<file path="config.mk">
export PLATFORM = sky130hd
export DESIGN_NAME = regfile_hs_reader
export DESIGN_NICKNAME = d
export VERILOG_FILES = /design/src/rtl/regfile_hs_reader.sv
export SDC_FILE = /design/constraint.sdc
export NUM_CORES = 2
export LEC_CHECK = 0
export CAP_MARGIN = 5
export CELL_PAD_IN_SITES_DETAIL_PLACEMENT = 1
export CELL_PAD_IN_SITES_GLOBAL_PLACEMENT = 1
export CORE_MARGIN = 2
export CORE_UTILIZATION = 45
export CTS_BUF_LIST = sky130_fd_sc_hd__clkbuf_8
export DETAILED_ROUTE_END_ITERATION = 7
export DONT_BUFFER_PORTS = 1
export MAX_ROUTING_LAYER = met4
export PLACE_DENSITY_LB_ADDON = 0.2
export SLEW_MARGIN = 20
export SYNTH_ARGS = -nofsm -noshare
export SYNTH_HDL_FRONTEND = slang
export SYNTH_SLANG_ARGS = --single-unit
</file>
<file path="constraint.sdc">
create_clock -name CLK -period 2.8 [get_ports CLK]
set_input_delay 0.28 -clock CLK [delete_from_list [all_inputs] [get_ports CLK]]
set_output_delay 0.28 -clock CLK [all_outputs]
set_load 0.02 [all_outputs]
</file>
<file path="src/rtl/regfile_hs_reader.sv">
// regfile_hs_reader
//   Register file with one direct write port and a dual read port served over
//   a 4-phase RD_REQ/RD_ACK handshake. Read addresses are captured in IDLE,
//   data is loaded on the following edge, and RD_DATA1/2 stay frozen while
//   RD_ACK is high and afterwards until the next fetch.
// Ports
//   CLK       system clock, rising edge
//   RESET     asynchronous active-low reset
//   WR_EN     write strobe
//   WR_ADDR   write address
//   WR_DATA   write data
//   RD_REQ    read request
//   RD_ADDR1  read address, port 1 (captured in IDLE only)
//   RD_ADDR2  read address, port 2 (captured in IDLE only)
//   RD_ACK    read acknowledge; RD_DATA1/2 valid while high
//   RD_DATA1  data of captured address 1
//   RD_DATA2  data of captured address 2
module regfile_hs_reader #(
    parameter int unsigned DATA_WIDTH = 32,
    parameter int unsigned ADDR_WIDTH = 5,
    parameter int unsigned ZERO_REG   = 1
) (
    input  logic                  CLK,
    input  logic                  RESET,
    input  logic                  WR_EN,
    input  logic [ADDR_WIDTH-1:0] WR_ADDR,
    input  logic [DATA_WIDTH-1:0] WR_DATA,
    input  logic                  RD_REQ,
    input  logic [ADDR_WIDTH-1:0] RD_ADDR1,
    input  logic [ADDR_WIDTH-1:0] RD_ADDR2,
    output logic                  RD_ACK,
    output logic [DATA_WIDTH-1:0] RD_DATA1,
    output logic [DATA_WIDTH-1:0] RD_DATA2
);

    localparam int unsigned DEPTH = 2 ** ADDR_WIDTH;

    typedef enum logic [1:0] {
        ST_IDLE,
        ST_FETCH,
        ST_ACK
    } state_t;

    state_t                state_q, state_d;
    logic [DATA_WIDTH-1:0] regs_q [DEPTH];
    logic [DATA_WIDTH-1:0] regs_d [DEPTH];
    logic [ADDR_WIDTH-1:0] addr1_q, addr1_d;
    logic [ADDR_WIDTH-1:0] addr2_q, addr2_d;
    logic [DATA_WIDTH-1:0] data1_q, data1_d;
    logic [DATA_WIDTH-1:0] data2_q, data2_d;

    // State register and all storage.
    always_ff @(posedge CLK or negedge RESET) begin
        if (!RESET) begin
            state_q <= ST_IDLE;
            addr1_q <= '0;
            addr2_q <= '0;
            data1_q <= '0;
            data2_q <= '0;
            for (int unsigned i = 0; i < DEPTH; i++) begin
                regs_q[i] <= '0;
            end
        end else begin
            state_q <= state_d;
            addr1_q <= addr1_d;
            addr2_q <= addr2_d;
            data1_q <= data1_d;
            data2_q <= data2_d;
            for (int unsigned i = 0; i < DEPTH; i++) begin
                regs_q[i] <= regs_d[i];
            end
        end
    end

    // Write port, independent of the read handshake.
    always_comb begin
        regs_d = regs_q;
        if (WR_EN && !(ZERO_REG != 0 && WR_ADDR == '0)) begin
            regs_d[WR_ADDR] = WR_DATA;
        end
    end

    // Next-state logic.
    always_comb begin
        state_d = state_q;
        case (state_q)
            ST_IDLE:  if (RD_REQ) state_d = ST_FETCH;
            ST_FETCH: state_d = ST_ACK;
            ST_ACK:   if (!RD_REQ) state_d = ST_IDLE;
            default:  state_d = ST_IDLE;
        endcase
    end

    // Address capture and data load. Fetching from regs_d (the post-write
    // view) forwards a same-edge write to a captured address.
    always_comb begin
        addr1_d = addr1_q;
        addr2_d = addr2_q;
        data1_d = data1_q;
        data2_d = data2_q;
        if (state_q == ST_IDLE && RD_REQ) begin
            addr1_d = RD_ADDR1;
            addr2_d = RD_ADDR2;
        end
        if (state_q == ST_FETCH) begin
            data1_d = (ZERO_REG != 0 && addr1_q == '0) ? '0 : regs_d[addr1_q];
            data2_d = (ZERO_REG != 0 && addr2_q == '0) ? '0 : regs_d[addr2_q];
        end
    end

    // Outputs.
    always_comb begin
        RD_ACK   = (state_q == ST_ACK);
        RD_DATA1 = data1_q;
        RD_DATA2 = data2_q;
    end

endmodule

</file>
==> impl_metrics.json <==
{
  "status": "finished with violations",
  "violations": "setup timing",
  "p_leak_uw": 0.03702,
  "dieArea_sq_um": 136800,
  "track_usage": 0.5050,
  "cts_buffers": 200,
  "route.met2.wl_um": 140900,
  "yosysWarnings": 0,
  "reg2regPathDepth": 9,
  "maxCapViolCount": 0,
  "antenna_found_initial": 36,
  "drt_drc_violations_left": 0,
  "syn2layout_area_growth_pct": 23.31,
  "wl_met1_um": 130900,
  "synth_fa_ha_area_frac": 0,
  "clk_pin_slew_ns": 0.06,
  "final_antenna_net_count": 0,
  "period_share": 1.042,
  "start_kind": "flop",
  "final_nets": 6466,
  "grt_pass1_wl_um": 466500,
  "yosysUniqueCellTypes": 94,
  "synth_enable_flop_cells": 0,
  "slowest_stage": "dfrtp_4",
  "min_to": "RD_DATA2[14]",
  "setup-violations-final": 10,
  "r2r_slack_ns": -0.12,
  "wl_met3_um": 40900,
  "yosys.area_share.simple": 0.09271,
  "timing.fmax_ghz": 0.3426,
  "critPathRequiredTime_ns": 3.71,
  "syn_avg_cell_area_sq_um": 10.46,
  "cts_buffer_depth": 3,
  "drt_iter0_markers": 8480,
  "vdd_drop_max_uv": 891.3,
  "synth_top_cell_area_share": 0.4569,
  "crit_chain": "buf_4 -> nor2_1 -> buf_4 -> nor4_2 -> buf_4 -> o21ai_0 -> nor3_1 -> buf_4 -> or4_1",
  "p_total_uw": 74880,
  "syn_inst": 5762,
  "cts_tree": "yes",
  "critical_path.max_stage_delay_ns": 0.61,
  "p_per_area_nw_per_um2": 1008,
  "root_buffer": "clkbuf_8",
  "async_reset_ff_frac": 1.000,
  "hpwl_um": 237200,
  "hold_path_class": "in2reg",
  "ys_ff_latch": 1100,
  "dr.pass1.iters": 6,
  "routedWlPerCell_um": 40.42,
  "period_needed_ns": 2.919,
  "syn-num-nets": 5813,
  "routed.top_layer": "met4",
  "routed_via_density": 6.831,
  "drv_slew": 0,
  "grt_max_degree": 213,
  "port_buffers": 0,
  "synth_commonest_cells": "dfrtp_1 (1100), mux2i_1 (541), nand2_1 (511)",
  "fin_cells": 8380,
  "finalHoldViolCount": 0,
  "synth_top_family_by_area": "multiplexers",
  "worst_pin_slew_ns": 1.025,
  "hp-start": "WR_DATA[14]",
  "end_kind": "flop",
  "die_w_um": 369.9,
  "synth_xor_xnor_area_share": 0.0007269,
  "crit_fanout": 17,
  "path_common_cell": "buf_4",
  "synth_area_sq_um": 60240,
  "synthMuxAreaShare": 0.2357,
  "arrival_ns": 3.82,
  "ys.flop_type": "dfrtp_1",
  "synth_compound_area_frac": 0.1436,
  "die-height_um": 369.9,
  "worst-path-buf-inv": 4,
  "routed_wl_um": 338800,
  "critPathTopFamily": "buffers and inverters",
  "hold_depth": 4,
  "synth_top_area_cell": "dfrtp_1",
  "skew_ns": 0.04159,
  "pin_count": 116,
  "initial_utilization": 0.4525,
  "ys_top_cells_by_area": "dfrtp_1 (46%), mux2i_1 (9.0%), mux2_2 (7.6%), mux4_2 (6.8%), nand2_1 (3.2%)",
  "overflow": 0,
  "drive_above_1_share": 0.2856,
  "worst_slack_ns": -0.1187,
  "cts_sinks": 1100,
  "core.rowCount": 134,
  "ys_seq_area_frac": 0.4569,
  "path_class": "reg2reg",
  "r2r_end": "RD_DATA1[5]",
  "max_slew_margin": 0.3143,
  "grt_pass1_vias": 57900,
  "h-tree-depth": 4,
  "clk_latency_ns": 1.00,
  "yosys.cell_count.top_type": "dfrtp_1",
  "vias": 57240,
  "dp_cells": 7825,
  "timing.rr.start": "addr1_q[2]",
  "coreArea_sq_um": 133100,
  "rsz0062_at_grt": "no",
  "place.gp.congestion": 1.029
}
-- worst register-to-register path: cells and delay by family (launching register included) --
kind | cells | cell delay [ns]
compound gates | 1 | 0.18
buf+inv | 4 | 1.08
simple gates | 4 | 1.00
flops | 1 | 0.61
-- how the worst max path moves through the flow --
stage,start,cells after the start,endpoint
floorplan,WR_ADDR[0],10,RD_DATA2[4]
global placement,WR_ADDR[1],10,RD_DATA2[0]
detailed placement,WR_ADDR[1],10,RD_DATA2[0]
CTS,addr2_q[1],9,RD_DATA2[29]
global route,addr2_q[1],8,RD_DATA2[18]
finish,addr1_q[2],9,RD_DATA1[5]
-- registers in the layout, summed over array words and instances (netlist names) --
name      count
RD_DATA1     32
RD_DATA2     32
addr1_q       5
state_q       2
addr2_q       5
regs_q     1024
-- through the flow --
| stage | setup WS [ns] | util | hold slack [ns] | area [sq um] | setup TNS, ns |
|---|---|---|---|---|---|
| floorplan | 0.09313 | - | -0.01559 | 60240 | 0 |
| global placement | -0.3407 | 0.5111 | -0.01290 | 68040 | -3.082 |
| detailed placement | -0.3111 | 0.5120 | -0.01268 | 68150 | -3.723 |
| CTS | 0.03313 | 0.5564 | 0.001700 | 74070 | 0 |
| global route | 0.008202 | 0.5579 | 0.05658 | 74260 | 0 |
| finish | -0.1187 | 0.5580 | 0.01373 | 74290 | -0.3475 |
-- routing by layer --
metal | vias up | track usage
met5 | - | -
met4 | 0 | 0.3233
met3 | 1227 | 0.1687
met2 | 4012 | 0.6903
met1 | 29750 | 0.6377
li1 | 22250 | -
-- area by class of cell --
cell class / instances / area (sq um)
inverters: 487 / 1831
flip-flops and latches: 1100 / 27550
fillers: 14280 / 58840
clock inverters: 99 / 504.2
diodes: 40 / 100.1
repair buffers: 1004 / 9847
multi-input cells: 3622 / 28660
clock buffers: 260 / 3578
well taps: 1768 / 2212
-- where the power goes --
group	switching, uW	total (uW)	internal (uW)
clock	7730	16000	8310
combinational	23600	37300	13700
sequential	2410	21500	19100
total	33700	74900	41100
-- kinds of logic (layout without fill, tap and decap cells) --
| logic type | Yosys count | after routing |
|---|---|---|
| AO/OA/AOI/OAI | 1255 | 1255 |
| XOR/XNOR | 5 | 5 |
| buffers and inverters | 1040 | 1850 |
| flip-flops | 1100 | 1100 |
| multiplexers | 1137 | 1137 |
| other | 0 | 40 |
| AND/OR/NAND/NOR | 1225 | 1225 |
-- layout by cell type, fill, tap and decap left out, drive strengths merged, types with 17 or more instances in the layout --
| master | Yosys | layout |
|---|---|---|
| a21oi | 180 | 180 |
| nor2 | 295 | 295 |
| a211o | 19 | 19 |
| a311oi | 33 | 33 |
| o211ai | 78 | 78 |
| inv | 485 | 558 |
| nand2b | 17 | 17 |
| o32ai | 23 | 23 |
| mux4 | 183 | 183 |
| nand4 | 30 | 30 |
| mux2 | 413 | 413 |
| a211oi | 64 | 64 |
| dfrtp | 1100 | 1100 |
| o32a | 21 | 21 |
| or3 | 20 | 20 |
| nor4 | 20 | 20 |
| clkinv | 2 | 22 |
| diode | 0 | 40 |
| o22ai | 163 | 163 |
| clkbuf | 343 | 260 |
| a2bb2oi | 31 | 31 |
| mux2i | 541 | 541 |
| o221ai | 34 | 34 |
| a31oi | 28 | 28 |
| a221oi | 30 | 30 |
| nand2 | 527 | 527 |
| nor3 | 118 | 118 |
| buf | 210 | 886 |
| o21ai | 281 | 281 |
| a22oi | 38 | 38 |
| nand3 | 113 | 113 |
| a2111oi | 18 | 18 |
| dlygate4sd3 | 0 | 117 |
-- timing repair --
action,in CTS,in global routing
pin swaps,1,2
setup buffers,2,5
hold endpoints to repair,1885,0
setup endpoints to repair,8,18
gates resized for setup,5,11
hold buffers,148,0
No activity file was read; power rests on OpenSTA's default activity.
